File: src/rtl/otn_pkg.sv
// Shared constants, state encoding and helpers for the OTN frame receiver.
package otn_pkg;

   localparam int unsigned OTN_FRAME_BYTES  = 4164;
   localparam int unsigned OTN_BAUD_DIV     = 20;
   localparam int unsigned OTN_SAMPLE_PHASE = 9;
   localparam int unsigned OTN_ACK_GAP      = 4;
   localparam logic [47:0] OTN_FAS          = 48'hF6F6F6282828;

   typedef enum logic [2:0] {
      ST_HUNT  = 3'd0,
      ST_RECV  = 3'd1,
      ST_CHECK = 3'd2,
      ST_GAP   = 3'd3,
      ST_ACK   = 3'd4
   } rx_state_e;

   // The line carries FAS byte 0 (bits 47:40) first, each byte LSB-first. A
   // right-shifting register fed at bit 47 therefore ends up with byte 0 in
   // bits 7:0; this reorders the bytes into that layout for comparison.
   function automatic logic [47:0] fas_line_order(input logic [47:0] fas);
      logic [47:0] r;
      r = '0;
      for (int i = 0; i < 6; i++) begin
         r[8*i +: 8] = fas[47-8*i -: 8];
      end
      return r;
   endfunction

endpackage

File: src/rtl/otn_bit_sampler.sv
// Bit-timing recovery: input synchronizer, transition detect, phase counter
// and mid-bit sample strobe.
module otn_bit_sampler
   import otn_pkg::*;
#(
   parameter int unsigned BAUD_DIV     = OTN_BAUD_DIV,
   parameter int unsigned SAMPLE_PHASE = OTN_SAMPLE_PHASE
) (
   input  logic i_clk,
   input  logic i_rst_n,
   input  logic i_tick,
   input  logic i_rx,
   output logic o_sample,
   output logic o_bit
);

   localparam int unsigned PW = (BAUD_DIV > 1) ? $clog2(BAUD_DIV) : 1;

   logic [1:0]    sync_q, sync_d;
   logic          prev_q, prev_d;
   logic [PW-1:0] phase_q, phase_d;
   logic          edge_w;

   // Next-state: shift synchronizer, re-align phase on every line transition.
   always_comb begin
      sync_d  = {sync_q[0], i_rx};
      prev_d  = sync_q[1];
      edge_w  = sync_q[1] ^ prev_q;
      phase_d = phase_q;
      if (edge_w) begin
         phase_d = '0;
      end else if (i_tick) begin
         phase_d = (phase_q == PW'(BAUD_DIV - 1)) ? '0 : phase_q + 1'b1;
      end
   end

   // Register synchronizer, edge history and phase.
   always_ff @(posedge i_clk or negedge i_rst_n) begin
      if (!i_rst_n) begin
         sync_q  <= 2'b11;
         prev_q  <= 1'b1;
         phase_q <= '0;
      end else begin
         sync_q  <= sync_d;
         prev_q  <= prev_d;
         phase_q <= phase_d;
      end
   end

   assign o_sample = i_tick && (phase_q == PW'(SAMPLE_PHASE));
   assign o_bit    = sync_q[1];

endmodule

File: src/rtl/otn_frame_rx.sv
// OTN frame receiver: FAS hunt, payload delivery with XOR checksum, verdict
// pulse and optional serial ACK return.
module otn_frame_rx
   import otn_pkg::*;
#(
   parameter int unsigned FRAME_BYTES  = OTN_FRAME_BYTES,
   parameter int unsigned BAUD_DIV     = OTN_BAUD_DIV,
   parameter int unsigned SAMPLE_PHASE = OTN_SAMPLE_PHASE,
   parameter int unsigned ACK_GAP      = OTN_ACK_GAP,
   parameter logic [47:0] FAS          = OTN_FAS
) (
   input  logic       i_clk,
   input  logic       i_rst_n,
   input  logic       i_sclk_en_16_x_baud,
   input  logic       i_otn_rx_data,
   input  logic       i_arq_en,
   output logic [7:0] o_data,
   output logic       o_data_valid,
   output logic       o_data_sof,
   output logic       o_frame_good,
   output logic       o_frame_bad,
   output logic       o_otn_tx_ack,
   output logic [2:0] o_rx_state
);

   localparam int unsigned BW = $clog2(FRAME_BYTES);
   localparam int unsigned DW = (BAUD_DIV > 1) ? $clog2(BAUD_DIV) : 1;
   localparam int unsigned GW = $clog2(ACK_GAP + 3);
   localparam logic [47:0] FAS_LINE = fas_line_order(FAS);

   rx_state_e     state_q, state_d;
   logic [47:0]   fas_q, fas_d;
   logic [7:0]    byte_q, byte_d;
   logic [2:0]    bit_q, bit_d;
   logic [BW-1:0] cnt_q, cnt_d;
   logic [7:0]    csum_q, csum_d;
   logic [7:0]    data_q, data_d;
   logic          valid_q, valid_d, sof_q, sof_d;
   logic          good_q, good_d, bad_q, bad_d;
   logic          verdict_q, verdict_d, ack_q, ack_d;
   logic [DW-1:0] div_q, div_d;
   logic [GW-1:0] per_q, per_d;

   logic          sample_w, sbit_w, div_wrap_w;
   logic [47:0]   fas_shift_w;
   logic [7:0]    byte_shift_w;

   otn_bit_sampler #(
      .BAUD_DIV     (BAUD_DIV),
      .SAMPLE_PHASE (SAMPLE_PHASE)
   ) u_sampler (
      .i_clk    (i_clk),
      .i_rst_n  (i_rst_n),
      .i_tick   (i_sclk_en_16_x_baud),
      .i_rx     (i_otn_rx_data),
      .o_sample (sample_w),
      .o_bit    (sbit_w)
   );

   // Receiver FSM next-state and registered-output computation.
   always_comb begin
      state_d      = state_q;
      fas_d        = fas_q;
      byte_d       = byte_q;
      bit_d        = bit_q;
      cnt_d        = cnt_q;
      csum_d       = csum_q;
      data_d       = data_q;
      valid_d      = 1'b0;
      sof_d        = 1'b0;
      good_d       = 1'b0;
      bad_d        = 1'b0;
      verdict_d    = verdict_q;
      ack_d        = ack_q;
      div_d        = div_q;
      per_d        = per_q;
      fas_shift_w  = {sbit_w, fas_q[47:1]};
      byte_shift_w = {sbit_w, byte_q[7:1]};
      div_wrap_w   = (div_q == DW'(BAUD_DIV - 1));

      case (state_q)
         ST_HUNT: begin
            if (sample_w) begin
               fas_d = fas_shift_w;
               if (fas_shift_w == FAS_LINE) begin
                  state_d = ST_RECV;
                  cnt_d   = BW'(6);
                  bit_d   = 3'd0;
                  byte_d  = 8'h00;
                  csum_d  = 8'h00;
               end
            end
         end
         ST_RECV: begin
            if (sample_w) begin
               byte_d = byte_shift_w;
               bit_d  = bit_q + 3'd1;
               if (bit_q == 3'd7) begin
                  if (cnt_q == BW'(FRAME_BYTES - 1)) begin
                     state_d = ST_CHECK;
                  end else begin
                     data_d  = byte_shift_w;
                     valid_d = 1'b1;
                     sof_d   = (cnt_q == BW'(6));
                     csum_d  = csum_q ^ byte_shift_w;
                     cnt_d   = cnt_q + 1'b1;
                  end
               end
            end
         end
         ST_CHECK: begin
            // byte_q holds the received checksum byte here.
            verdict_d = (byte_q == csum_q);
            good_d    = (byte_q == csum_q);
            bad_d     = (byte_q != csum_q);
            if (i_arq_en) begin
               state_d = ST_GAP;
               div_d   = '0;
               per_d   = '0;
            end else begin
               state_d = ST_HUNT;
               fas_d   = '0;
            end
         end
         ST_GAP: begin
            if (i_sclk_en_16_x_baud) begin
               if (div_wrap_w) begin
                  div_d = '0;
                  if (per_q == GW'(ACK_GAP - 1)) begin
                     state_d = ST_ACK;
                     per_d   = '0;
                     ack_d   = 1'b0;
                  end else begin
                     per_d = per_q + 1'b1;
                  end
               end else begin
                  div_d = div_q + 1'b1;
               end
            end
         end
         ST_ACK: begin
            // per_q 0: start bit on line, 1: verdict bit, 2: stop bit.
            if (i_sclk_en_16_x_baud) begin
               if (div_wrap_w) begin
                  div_d = '0;
                  per_d = per_q + 1'b1;
                  if (per_q == GW'(0)) begin
                     ack_d = verdict_q;
                  end else if (per_q == GW'(1)) begin
                     ack_d = 1'b0;
                  end else begin
                     ack_d   = 1'b1;
                     per_d   = '0;
                     state_d = ST_HUNT;
                     fas_d   = '0;
                  end
               end else begin
                  div_d = div_q + 1'b1;
               end
            end
         end
         default: begin
            state_d = ST_HUNT;
         end
      endcase
   end

   // Register all FSM state and outputs; reset returns the line to idle high.
   always_ff @(posedge i_clk or negedge i_rst_n) begin
      if (!i_rst_n) begin
         state_q   <= ST_HUNT;
         fas_q     <= '0;
         byte_q    <= '0;
         bit_q     <= '0;
         cnt_q     <= '0;
         csum_q    <= '0;
         data_q    <= '0;
         valid_q   <= 1'b0;
         sof_q     <= 1'b0;
         good_q    <= 1'b0;
         bad_q     <= 1'b0;
         verdict_q <= 1'b0;
         ack_q     <= 1'b1;
         div_q     <= '0;
         per_q     <= '0;
      end else begin
         state_q   <= state_d;
         fas_q     <= fas_d;
         byte_q    <= byte_d;
         bit_q     <= bit_d;
         cnt_q     <= cnt_d;
         csum_q    <= csum_d;
         data_q    <= data_d;
         valid_q   <= valid_d;
         sof_q     <= sof_d;
         good_q    <= good_d;
         bad_q     <= bad_d;
         verdict_q <= verdict_d;
         ack_q     <= ack_d;
         div_q     <= div_d;
         per_q     <= per_d;
      end
   end

   assign o_data       = data_q;
   assign o_data_valid = valid_q;
   assign o_data_sof   = sof_q;
   assign o_frame_good = good_q;
   assign o_frame_bad  = bad_q;
   assign o_otn_tx_ack = ack_q;
   assign o_rx_state   = state_q;

endmodule

File: config.mk
export PLATFORM = sky130hd
export DESIGN_NAME = otn_frame_rx
export DESIGN_NICKNAME = d
export VERILOG_FILES = /design/src/rtl/otn_pkg.sv /design/src/rtl/otn_bit_sampler.sv /design/src/rtl/otn_frame_rx.sv
export SDC_FILE = /design/constraint.sdc
export NUM_CORES = 1
export LEC_CHECK = 0
export CORE_MARGIN = 2
export CORE_UTILIZATION = 54
export CTS_CLUSTER_DIAMETER = 80
export CTS_CLUSTER_SIZE = 14
export DETAILED_ROUTE_END_ITERATION = 10
export HOLD_SLACK_MARGIN = 0.06
export PLACE_DENSITY_LB_ADDON = 0.08
export SLEW_MARGIN = 25
export SYNTH_ARGS = -nofsm -noshare
export SYNTH_HDL_FRONTEND = slang
export SYNTH_SLANG_ARGS = --single-unit
File: constraint.sdc
create_clock -name i_clk -period 3.15 [get_ports i_clk]
set_clock_uncertainty 0.05 [all_clocks]
set_input_delay 0.4725 -clock i_clk [delete_from_list [all_inputs] [get_ports i_clk]]
set_output_delay 0.4725 -clock i_clk [all_outputs]
set_load 0.01 [all_outputs]
# Yosys cells after proc, flatten, opt, wreduce, memory -nomap -nowiden
# Cells that the tools add are included.
[totals]
regBits = 113
[op_classes]
n_mux = 73
add_sub_neg = 5
n_eq_ne = 31
reduce_logical = 18
bitwise_logic = 3
[ops]
columns = ["op", "count"]
rows = [
  ["2-to-1 mux 48 bit", 6],
  ["case mux 48 bit (3 select lines)", 1],
  ["2-to-1 mux 3 bit", 23],
  ["2-to-1 mux 13 bit", 5],
  ["equality test 48 x 46 -> 1 bit (second input constant)", 1],
  ["2-to-1 mux 8 bit", 6],
  ["case mux 8 bit (2 select lines)", 2],
  ["2-to-1 mux 5 bit", 6],
  ["!= test 2 bit (second input constant)", 15],
  ["case mux 13 bit (2 select lines)", 1],
  ["AND reduction 6 bit", 3],
  ["2-to-1 mux 1 bit", 17],
  ["case mux 3 bit (5 select lines)", 1],
  ["adder 13 x 1 -> 13 bit (second input constant)", 1],
  ["equality test 13 bit (second input constant)", 1],
  ["equality test 13 x 3 -> 1 bit (second input constant)", 1],
  ["AND reduction 12 bit", 1],
  ["adder 5 x 1 -> 5 bit (second input constant)", 2],
  ["equality test 5 bit (second input constant)", 2],
  ["case mux 5 bit (2 select lines)", 1],
  ["equality test 3 x 2 -> 1 bit (second input constant)", 3],
  ["case mux 3 bit (3 select lines)", 1],
  ["equality test 8 bit", 1],
  ["!= test 8 bit", 1],
  ["19 further kinds", 28],
]

# Depth between registers and ports, before layout
# Gate-level depths: netlist of the first run.
[depth]
ltp_word = 6
mapped_depth = 11

# Modules after synthesis
# A second synthesis of the first run with hierarchy kept.
[unflattened]
hier_cells = 576
hier_area_um2 = 5386.4
[modules_own_cells]
columns = ["module", "cells_per_inst", "n_inst", "area_each_um2"]
rows = [
  ["otn_frame_rx", 540, 1, 5002.3],
  ["otn_bit_sampler", 36, 1, 384.1],
]

# Least setup slack after synthesis of the first run
# OpenSTA, ideal clock, no wires.
[synth_path]
kind = "register to register"
startpoint = "register state_q[2] (netlist: o_rx_state[2])"
endpoint = "register state_q[0] (netlist: o_rx_state[0])"
path_buffers = 2
arrival_time_ps = 1800
slack_ps = 1172
stages_incl_launch_ff = 8
period_less_slack_ps = 1978
setup_time_ps = 128
cell_sequence = "dfrtp_1 > buf_4 > or3b_1 > buf_4 > a31oi_1 > a2111oi_2 > o21ai_1 > mux2_1"
[synth_via]
elab_chain_cells = 3
elab_cells_between_ends = 19
classes_between = "16 x eq/ne; 1 x mux; 2 x reduce/logical"
[synth_rtl]
columns = ["item", "line_no", "text"]
rows = [
  ["from (decl)", "otn_frame_rx.sv:31", "rx_state_e state_q, state_d;"],
  ["from (signal assigned)", "otn_frame_rx.sv:187", "state_q <= state_d;"],
  ["equality test 3 bit (tied with other cells)", "otn_frame_rx.sv:81", "case (state_q)"],
  ["!= test 2 bit (no line)", "-", ""],
  ["AND reduction 12 bit (no line)", "-", ""],
]
# Parallel ways exist; a longest one is shown, timed or not.
# A chain may end at the register's enable or synchronous reset.

# Final worst setup path of the first run
[layout_path]
startpoint = "register fas_q[20]"
endpoint = "register cnt_q[8]"
[layout_via]
elab_chain_cells = 3
[layout_rtl]
columns = ["item", "line_no", "text"]
rows = [
  ["from (decl)", "otn_frame_rx.sv:32", "logic [47:0] fas_q, fas_d;"],
  ["from (signal assigned)", "otn_frame_rx.sv:188", "fas_q <= fas_d;"],
  ["equality test 48 x 46 -> 1 bit", "otn_frame_rx.sv:85", "if (fas_shift_w == FAS_LINE) begin"],
  ["!= test 2 bit (no line)", "-", ""],
  ["AND reduction 6 bit (no line)", "-", ""],
  ["to (signal assigned)", "otn_frame_rx.sv:191", "cnt_q <= cnt_d;"],
  ["to (decl)", "otn_frame_rx.sv:35", "logic [BW-1:0] cnt_q, cnt_d;"],
]
# No other way between the ends.

==> results.toml, run 1 <==
[clocking]
cts_resized = 0
clk_path_buf_depth = 2
ctsRootBufferMaster = "clkbuf_8"
numCtsBuffers = 9
holdBufCountCts = 0
cts_tree = "built"
cts_num_sinks = 112
clock_latency_ns = 0.39
cts_max_level = 3
clk_pin_slew_worst_paths_ns = 0.10
cts_setup_buffers = 0

[power]
max-vdd-ir-drop_mv = 0.520
finalPower_uw = 4190
pwr-share-clk_pct = 23.4
switching_power_uw = 1520
comb_power_share_pct = 27.8
p_leak_uw = 0.00257
p_sw_share_pct = 36.2
p_seq_share_pct = 48.7
p_int_uw = 2670
power_density_mw_per_mm2 = 714

[synth]
synth-edff-count = 0
syn_area_mm2 = 0.00540
synthCells = 556
synth-seq-area-share_pct = 52.0
dominantRegCellSynth = "dfrtp_1"
post_synth.cell_area_avg_um2 = 9.72
ys_types = 61
synth_nets = 573
synth_seq_cells = 112
async_flop_share_pct = 100
yosys_warnings = 0

[timing]
hold_viol_final = 0
fmax_mhz = 422
hold-worst-slack_ns = 0.125
fin_crit_ns = 2.37
setup_violations = 0
rsz0062_at_grt = "no"
slew_violations = 0
worst_pin_slew_ns = 0.890
layout_setup_ws_ns = 0.779
tns_ns = 0
relSlewSlack_pct = 40.6
finalCritPeriodShare_pct = 75.3

[global_routing]
grt_first_pass_wirelength_um = 18200
first_global_vias = 3743
grt_start_max_net_pins = 95
grt.overflow.total = 0
antenna_found_initial = 0
grt_usage_pct = 20.8

[die]
die_area_mm2 = 0.0108
pin_count = 21
core.rowCount = 36
initial_core_util_pct = 55.5
die_h_um = 104
die_x_um = 104
coreArea_mm2 = 0.00973

[layout]
multi_input_area_mm2 = 0.00233
drive_gt1_share_pct = 7.38
regArea_mm2 = 0.00281
fill_cells = 847
antenna_cells = 0
final_net_count = 581
area_delta_synth_final_pct = 8.52

[placement]
post-place-ws_ns = 0.549
numPortBuffers = 20
gp_congestion = 0.806
dp_hpwl_um = 7040

[detailed_routing]
viasPerCell = 5.64
drc = 0
wl_um = 10600
num_vias = 3958
wire_per_inst_um = 15.0
dr.pass1.iters = 5
postRouteAntennaNets = 0
drt_iter0_markers = 218

[setup_path]
worstPathRequired_ns = 3.37
path_max_fanout = 8
path_class = "reg -> reg"
crit_path_end_kind = "flop"
crit_arrival_ns = 2.59
start_kind = "flop"

[run_status]
outcome = "finished clean"

[flow_run]
maxCapViolCount = 0

[worst_hold_path]
hp-class = "in -> async"
[synthesized netlist by cell type (7+ instances only)]
master	count	area, µm²
a31oi_1	9	56.3
ha_1	12	150
dfrtp_1	108	2700
inv_1	15	56.3
xnor2_1	9	78.8
o21ai_0	13	65.1
nand4_1	7	43.8
a21oi_1	21	105
nand3_1	11	55.1
o21ai_1	54	270
nor2_1	19	71.3
buf_2	7	35.0
a22o_1	12	105
clkbuf_1	9	33.8
nor3_1	7	35.0
nand2_1	131	492
buf_6	8	90.1
and3_1	7	43.8
[through the flow]
step	instances	area (µm²)	util, %
6_report	702	5860	60.3
5_1_grt	702	5860	60.3
4_1_cts	702	5860	60.3
3_5_place_dp	686	5630	57.9
3_3_place_gp	686	5630	57.9
2_1_floorplan	556	5400	-
[final cells by class]
| class | count | share of cell area, % |
|---|---|---|
| Sequential cell | 112 | 47.9 |
| Multi-Input combinational cell | 398 | 39.8 |
| Timing Repair Buffer | 27 | 4.48 |
| Tap cell | 133 | 2.84 |
| Clock buffer | 10 | 2.35 |
| Clock inverter | 6 | 1.64 |
| Inverter | 16 | 1.02 |
[worst paths after layout]
| kind | start | to | slack (ns) | cells after the start |
|---|---|---|---|---|
| min reg2reg | u_sampler.sync_q[0] | u_sampler.sync_q[1] | 0.32 | 0 |
| min | i_rst_n | div_q[3] | 0.12 | 1 |
| max | fas_q[20] | cnt_q[8] | 0.78 | 5 |
| min in group i_clk | u_sampler.sync_q[0] | u_sampler.sync_q[1] | 0.32 | 0 |
| max reg2reg | fas_q[20] | cnt_q[8] | 0.78 | 5 |
| max in group asynchronous | i_rst_n | fas_q[8] | 2.08 | 2 |
[layout by cell type (no fill, tap or decap), types with 3 or more instances in the layout]
cell and instances:
ha_1 12, and3_1 7, nor4bb_1 3, dfstp_2 4, nand2_1 131, nand4_1 7, buf_4 7, xor2_1 3
a22o_1 12, nand3_1 11, clkbuf_8 10, inv_1 15, nor2_1 19, nor4b_1 4, nand2b_1 5, nor3_1 7
o21ai_0 13, o22a_1 6, o21a_1 4, clkdlybuf4s50_1 19, dfrtp_1 108, nor4_1 5, xnor2_1 9, or3_1 3
a21o_1 6, o21ai_1 54, a31oi_1 9, and2_1 5, a21oi_1 21, and4b_1 6
[registers in the layout, indices dropped and copies added (netlist names)]
| signal | count |
|---|---|
| o_data_sof | 1 |
| o_otn_tx_ack | 1 |
| o_frame_good | 1 |
| o_data | 8 |
| bit_q | 3 |
| div_q | 5 |
| fas_q | 47 |
| o_data_valid | 1 |
| o_frame_bad | 1 |
| byte_q | 8 |
| u_sampler.sync_q | 2 |
| verdict_q | 1 |
| csum_q | 8 |
| cnt_q | 13 |
| per_q | 3 |
| u_sampler.phase_q | 5 |
| o_rx_state | 3 |
| u_sampler.prev_q | 1 |
[cells by family (layout without fill, tap and decap cells)]
| group | count (synthesis) | count (layout) | synth area share [%] |
|---|---|---|---|
| xor+xnor | 12 | 12 | 1.95 |
| simple gates | 229 | 229 | 21.4 |
| fa+ha+maj | 12 | 12 | 2.78 |
| flops | 112 | 112 | 52.0 |
| compound gates | 140 | 140 | 16.0 |
| buf+inv | 46 | 59 | 4.89 |
| mux | 5 | 5 | 1.02 |
[critical path, cell delays in order (launching register included)]
cell	delay, ns
dfrtp_1	0.41
nor4bb_1	0.33
nand4_1	0.26
nor4_2	0.47
o21ai_1	0.35
a211o_1	0.38
[per-layer routing]
metal | wire (µm) | track usage, %
met1 | 5050 | 29.4
met2 | 4970 | 31.5
met3 | 393 | 5.95
met4 | 149 | 6.47
met5 | 0 | 0
[power groups by stage]
| stage | clock, µW | sequential [µW] | combinational, µW |
|---|---|---|---|
| 2_1_floorplan | 0 | 1980 | 1030 |
| 3_3_place_gp | 0 | 2060 | 1140 |
| 3_5_place_dp | 0 | 2070 | 1180 |
| 4_1_cts | 1010 | 2040 | 1180 |
| 5_1_grt | 1070 | 2100 | 1360 |
| 6_report | 982 | 2040 | 1170 |
Note: power is estimated with default switching activity, not from simulation.
==> inputs of run 2 (changes only) <==
- clock period: 3.15 -> 2.21 ns (I/O delays scaled with it)
==> results.toml, run 2 (synthesis results as in run 1) <==
[placement]
dp_hpwl_um = 7480
numPortBuffers = 20
place_inst = 707
gp_congestion = 0.868

[detailed_routing]
wire_per_inst_um = 15.1
num_vias = 4022
wl_um = 10900
viasPerCell = 5.54
dr.pass1.iters = 4
drt_iter0_markers = 217
drc = 0
postRouteAntennaNets = 0

[setup_path]
rr_startpoint = "fas_q[20]"
r2r_end = "cnt_q[12]"
crit_arrival_ns = 2.35
ff2ff_path_depth = 6
worstPathRequired_ns = 2.44
path_class = "reg -> reg"
r2r_slack_ns = 0.08
path_max_fanout = 4
crit_path_end_kind = "flop"
start_kind = "flop"

[worst_hold_path]
worstHoldStart = "i_otn_rx_data"
min_delay_path_depth = 1
hold_path_end = "u_sampler.sync_q[0]"
hp-class = "in -> reg"

[die]
core.rowCount = 36
die_h_um = 104
initial_core_util_pct = 55.5
pin_count = 21
die_x_um = 104
die_area_mm2 = 0.0108
coreArea_mm2 = 0.00973

[global_routing]
grt_start_max_net_pins = 69
grt_usage_pct = 21.5
first_global_vias = 3859
antenna_found_initial = 0
grt.overflow.total = 0
grt_first_pass_wirelength_um = 18900

[power]
comb_power_share_pct = 30.7
p_sw_share_pct = 37.0
p_seq_share_pct = 48.5
finalPower_uw = 6000
p_leak_uw = 0.00269
p_int_uw = 3780
switching_power_uw = 2220
power_density_mw_per_mm2 = 985
max-vdd-ir-drop_mv = 0.712
pwr-share-clk_pct = 20.8

[timing]
hold_viol_final = 0
setup_violations = 0
finalCritPeriodShare_pct = 96.3
fmax_mhz = 470
fin_crit_ns = 2.13
slew_violations = 0
tns_ns = 0
rsz0062_at_grt = "yes"
worst_pin_slew_ns = 0.546
relSlewSlack_pct = 63.6

[clocking]
cts_max_level = 3
clock_latency_ns = 0.39
clk_pin_slew_worst_paths_ns = 0.10
numCtsBuffers = 9
cts_num_sinks = 112
ctsRootBufferMaster = "clkbuf_8"
cts_tree = "built"
clk_path_buf_depth = 2

[layout]
final_net_count = 605
final_cells = 726
fill_cells = 847
layout_commonest_cell = "nand2_1"
drive_gt1_share_pct = 11.3
antenna_cells = 0
area_delta_synth_final_pct = 12.6
layout_common_cells = "nand2_1 (131), dfrtp_1 (108), o21ai_1 (54)"
largestRegisters = "fas_q x47, cnt_q x13"
top_register = "fas_q"
largest_reg_flops = 47

[run_status]
outcome = "finished clean"

[flow_run]
maxCapViolCount = 0
==> run 2: cell count changes in the layout (fill, tap and decap cells not counted), sizes merged <==
cell and change:
buf +23, bufinv -1, clkbuf +1, clkinvlp +1, dlygate4sd3 +1, inv -1
==> run 2: timing repair <==
item	CTS	global route
hold buffers	1	0
setup endpoints to repair	0	10
endpoints found under the hold margin	36	0
resized for setup	0	7
buffers inserted	0	2
==> run 2: worst max path at each step <==
| stage | start | end | depth (start not counted) |
|---|---|---|---|
| 2_1_floorplan | o_rx_state[2] | o_rx_state[0] | 7 |
| 3_3_place_gp | i_sclk_en_16_x_baud | bit_q[0] | 5 |
| 3_5_place_dp | i_sclk_en_16_x_baud | div_q[4] | 7 |
| 4_1_cts | fas_q[20] | cnt_q[12] | 6 |
| 5_1_grt | fas_q[20] | cnt_q[12] | 6 |
| 6_report | fas_q[20] | cnt_q[12] | 6 |
==> run 2: through the flow <==
stage / hold slack (ns) / area (µm²) / worst slack (ns) / util, %
4_1_cts: 0.269 / 6020 / 0.0525 / 61.9
5_1_grt: 0.269 / 6080 / -0.0630 / 62.5
6_report: 0.296 / 6080 / 0.0824 / 62.5
3_3_place_gp: 0.297 / 5810 / -0.0396 / 59.7
3_5_place_dp: 0.300 / 5810 / 0.0295 / 59.7
2_1_floorplan: -0.0141 / 5400 / 0.232 / -
==> run 2: final cells by class <==
cell class / instances / area [µm²] / share of cell area (%)
Sequential cell: 112 / 2810 / 46.1
Multi-Input combinational cell: 398 / 2380 / 39.2
Timing Repair Buffer: 51 / 470 / 7.73
Tap cell: 133 / 166 / 2.73
Clock buffer: 11 / 131 / 2.16
Clock inverter: 5 / 65.1 / 1.07
Inverter: 16 / 60.1 / 0.987
==> run 2: layer usage <==
| metal | vias up | global-route usage (%) | share of wire [%] |
|---|---|---|---|
| met5 | - | 0 | 0 |
| met4 | 0 | 5.02 | 0.87 |
| met3 | 10 | 5.51 | 4.4 |
| met2 | 57 | 33.5 | 47 |
| met1 | 1948 | 30.4 | 47 |
| li1 | 2007 | - | - |
==> run 2: power by group through the flow <==
stage          clock, µW  combinational [µW]  sequential, µW
2_1_floorplan          0                1460            2830
3_3_place_gp           0                1750            2920
3_5_place_dp           0                1810            2940
4_1_cts             1290                1820            2900
5_1_grt             1370                2120            2980
6_report            1250                1840            2910
==> run 2: critical path: stages (launching register included) <==
cell and delay, ns:
dfrtp_1 0.41, nor4bb_1 0.34, nand4_1 0.28, nor4_4 0.39, o21ai_1 0.20, buf_4 0.19
a21o_1 0.17
==> RTL change: new RTL, settings of run 1 <==
Set the package constant `OTN_BAUD_DIV` to 10 (it was 20).
--- a/src/rtl/otn_pkg.sv
+++ b/src/rtl/otn_pkg.sv
@@ -3,5 +3,5 @@
 
    localparam int unsigned OTN_FRAME_BYTES  = 4164;
-   localparam int unsigned OTN_BAUD_DIV     = 20;
+   localparam int unsigned OTN_BAUD_DIV     = 10;
    localparam int unsigned OTN_SAMPLE_PHASE = 9;
    localparam int unsigned OTN_ACK_GAP      = 4;
Check against the original RTL: same outputs for any inputs over 10 cycles, from zero or initial values and one cycle with i_rst_n low; that may be too few to reach the edited logic, so the function may still have changed.
==> RTL change against run 1 <==
  * Sequential cell count is 2 lower
  * First-iteration DRC count is 45% lower
  * Maximum frequency is 4.1% lower
  * Sequential share of layout area is 0.50 points lower
  * Cell area is 0.75% lower
  * Area after synthesis is 1.6% lower
  * Wire length is 0.32% lower
  * Worst setup slack worse by 0.10 ns
  * Critical endpoint is now csum_q[2]
Power is not compared: it rests on default switching activity, and its combinational part moved more than twofold at a synthesized area within 25%.
==> RTL change: results (changes against run 1) <==
Parameter                              Value

Yosys
  Cell variety after synth ... 63 (was 61)
  Post-synthesis instance total ... 541 (was 556)
  Most instantiated cells after synthesis ... sky130_fd_sc_hd__nand2_1 (129), sky130_fd_sc_hd__dfrtp_1 (106), sky130_fd_sc_hd__o21ai_0 (59), sky130_fd_sc_hd__a21oi_1 (16) (was sky130_fd_sc_hd__nand2_1 (131), sky130_fd_sc_hd__dfrtp_1 (108), sky130_fd_sc_hd__o21ai_1 (54), sky130_fd_sc_hd__a21oi_1 (21), sky130_fd_sc_hd__nor2_1 (19))
  Net count of the mapped netlist ... 559 (was 573)
  Proportion of synthesized chip area in sequential cells ... 0.5190 (was 0.5197)
  Top cells by area, synth ... sky130_fd_sc_hd__dfrtp_1 (50%), sky130_fd_sc_hd__nand2_1 (9.1%), sky130_fd_sc_hd__o21ai_0 (5.6%) (was sky130_fd_sc_hd__dfrtp_1 (50%), sky130_fd_sc_hd__nand2_1 (9.1%), sky130_fd_sc_hd__o21ai_1 (5.0%))

Placed design
  Placed cell count ... 674 (was 686)
  Detailed placer's ending HPWL ... 7147 um (was 7044 um)
  Post-placement worst setup slack ... 0.4436 ns (was 0.5490 ns)
  Routability Congestion ... 0.8481 (was 0.8062)

Layout
  Filler-free cell count of the finished design ... 691 (was 702)
  Filler cells ... 831 (was 847)
  Final #Nets ... 571 (was 581)

Global routing
  Largest net degree at the start of global routing ... 77 (was 95)
  Global-route wire length before repair ... 18090 um (was 18170 um)
  Number of global-route vias before repair ... 3659 (was 3743)
  Grt met2 use ... 0.3387 (was 0.3148)
  Met1 Resource Use GR ... 0.3044 (was 0.2937)
  GR Layer Usage met3 ... 0.06788 (was 0.05952)

Timing
  Transition time of the tightest slew-check pin ... 0.7754 ns (was 0.8903 ns)
  Worst setup margin ... 0.6780 ns (was 0.7794 ns)

Critical path
  Worst-path maximum fanout ... 25 (was 8)
  Maximum single-stage delay on the critical path ... 0.53 ns (was 0.47 ns)
  Cell at the slowest stage of the critical path ... sky130_fd_sc_hd__dfrtp_1 (was sky130_fd_sc_hd__nor4_2)
  Arrival time at the worst endpoint ... 2.75 ns (was 2.59 ns)

Detailed routing
  First DRT Iteration DRCs ... 119 (was 218)
  Drt first pass iters ... 4 (was 5)
  DR vias ... 3891 (was 3958)

Outcome
  Run status ... finished, final reports clean (unchanged)

Hold path
  Class of the tightest hold or removal check ... reg -> reg (was in -> async)
[RTL change: final timing paths]
kind | from | endpoint | slack, ns
max in group asynchronous | i_rst_n | o_otn_tx_ack | 1.68
worst min-delay path | u_sampler.sync_q[0] | u_sampler.sync_q[1] | 0.31
worst min register to register | u_sampler.sync_q[0] | u_sampler.sync_q[1] | 0.31
min in group asynchronous | i_rst_n | o_data_valid | 0.57
worst max register to register | o_rx_state[2] | csum_q[2] | 0.68
worst max-delay path | o_rx_state[2] | csum_q[2] | 0.68
[RTL change: logic make-up (layout without fill, tap and decap cells)]
kind of cell,count (synthesis),in the layout,synth area share
simple gates,227,227,0.2216
xor+xnor,11,11,0.01813
buf+inv,41,58,0.03767
compound gates,132,132,0.1592
flops,110,110,0.5190
fa+ha+maj,13,13,0.03061
mux,7,7,0.01389
[RTL change: layout make-up]
type | count | share of cell area
repair buffers | 28 | 0.04902
well taps | 133 | 0.02860
flip-flops and latches | 110 | 0.4739
clock inverters | 5 | 0.007310
multi-input cells | 390 | 0.4079
inverters | 14 | 0.009030
clock buffers | 11 | 0.02430
[RTL change: layer usage]
layer | share of wire | vias to the layer above
met4 | 0.011 | 0
met1 | 0.48 | 1901
met5 | 0 | -
li1 | - | 1944
met2 | 0.48 | 35
met3 | 0.029 | 11
[RTL change: worst max-delay path: cells and delay by family (launching register included)]
kind	cells	cell delay, ns
buffers and inverters	1	0.35
and+or+nand+nor	4	1.35
AOI/OAI and AO/OA	1	0.13
DFF	1	0.53
[RTL change: stage by stage]
step                hold WS [ns]  instance area (um2)
floorplan                 0.1269                 5314
global placement          0.2957                 5625
detailed placement        0.2981                 5625
CTS                       0.3137                 5819
global route              0.3204                 5819
finish                    0.3125                 5819
[RTL change: timing repair]
action / CTS / global route
hold buffers: 1 / 0
setup endpoints to repair: 0 / 0
hold endpoints to repair: 42 / 0
[RTL change: power breakdown]
part / switching [mW] / internal [mW] / total (mW)
sequential: 0.00597 / 1.42 / 1.42
clock: 0.499 / 0.320 / 0.818
combinational: 0.0374 / 0.0142 / 0.0517
total: 0.542 / 1.75 / 2.29
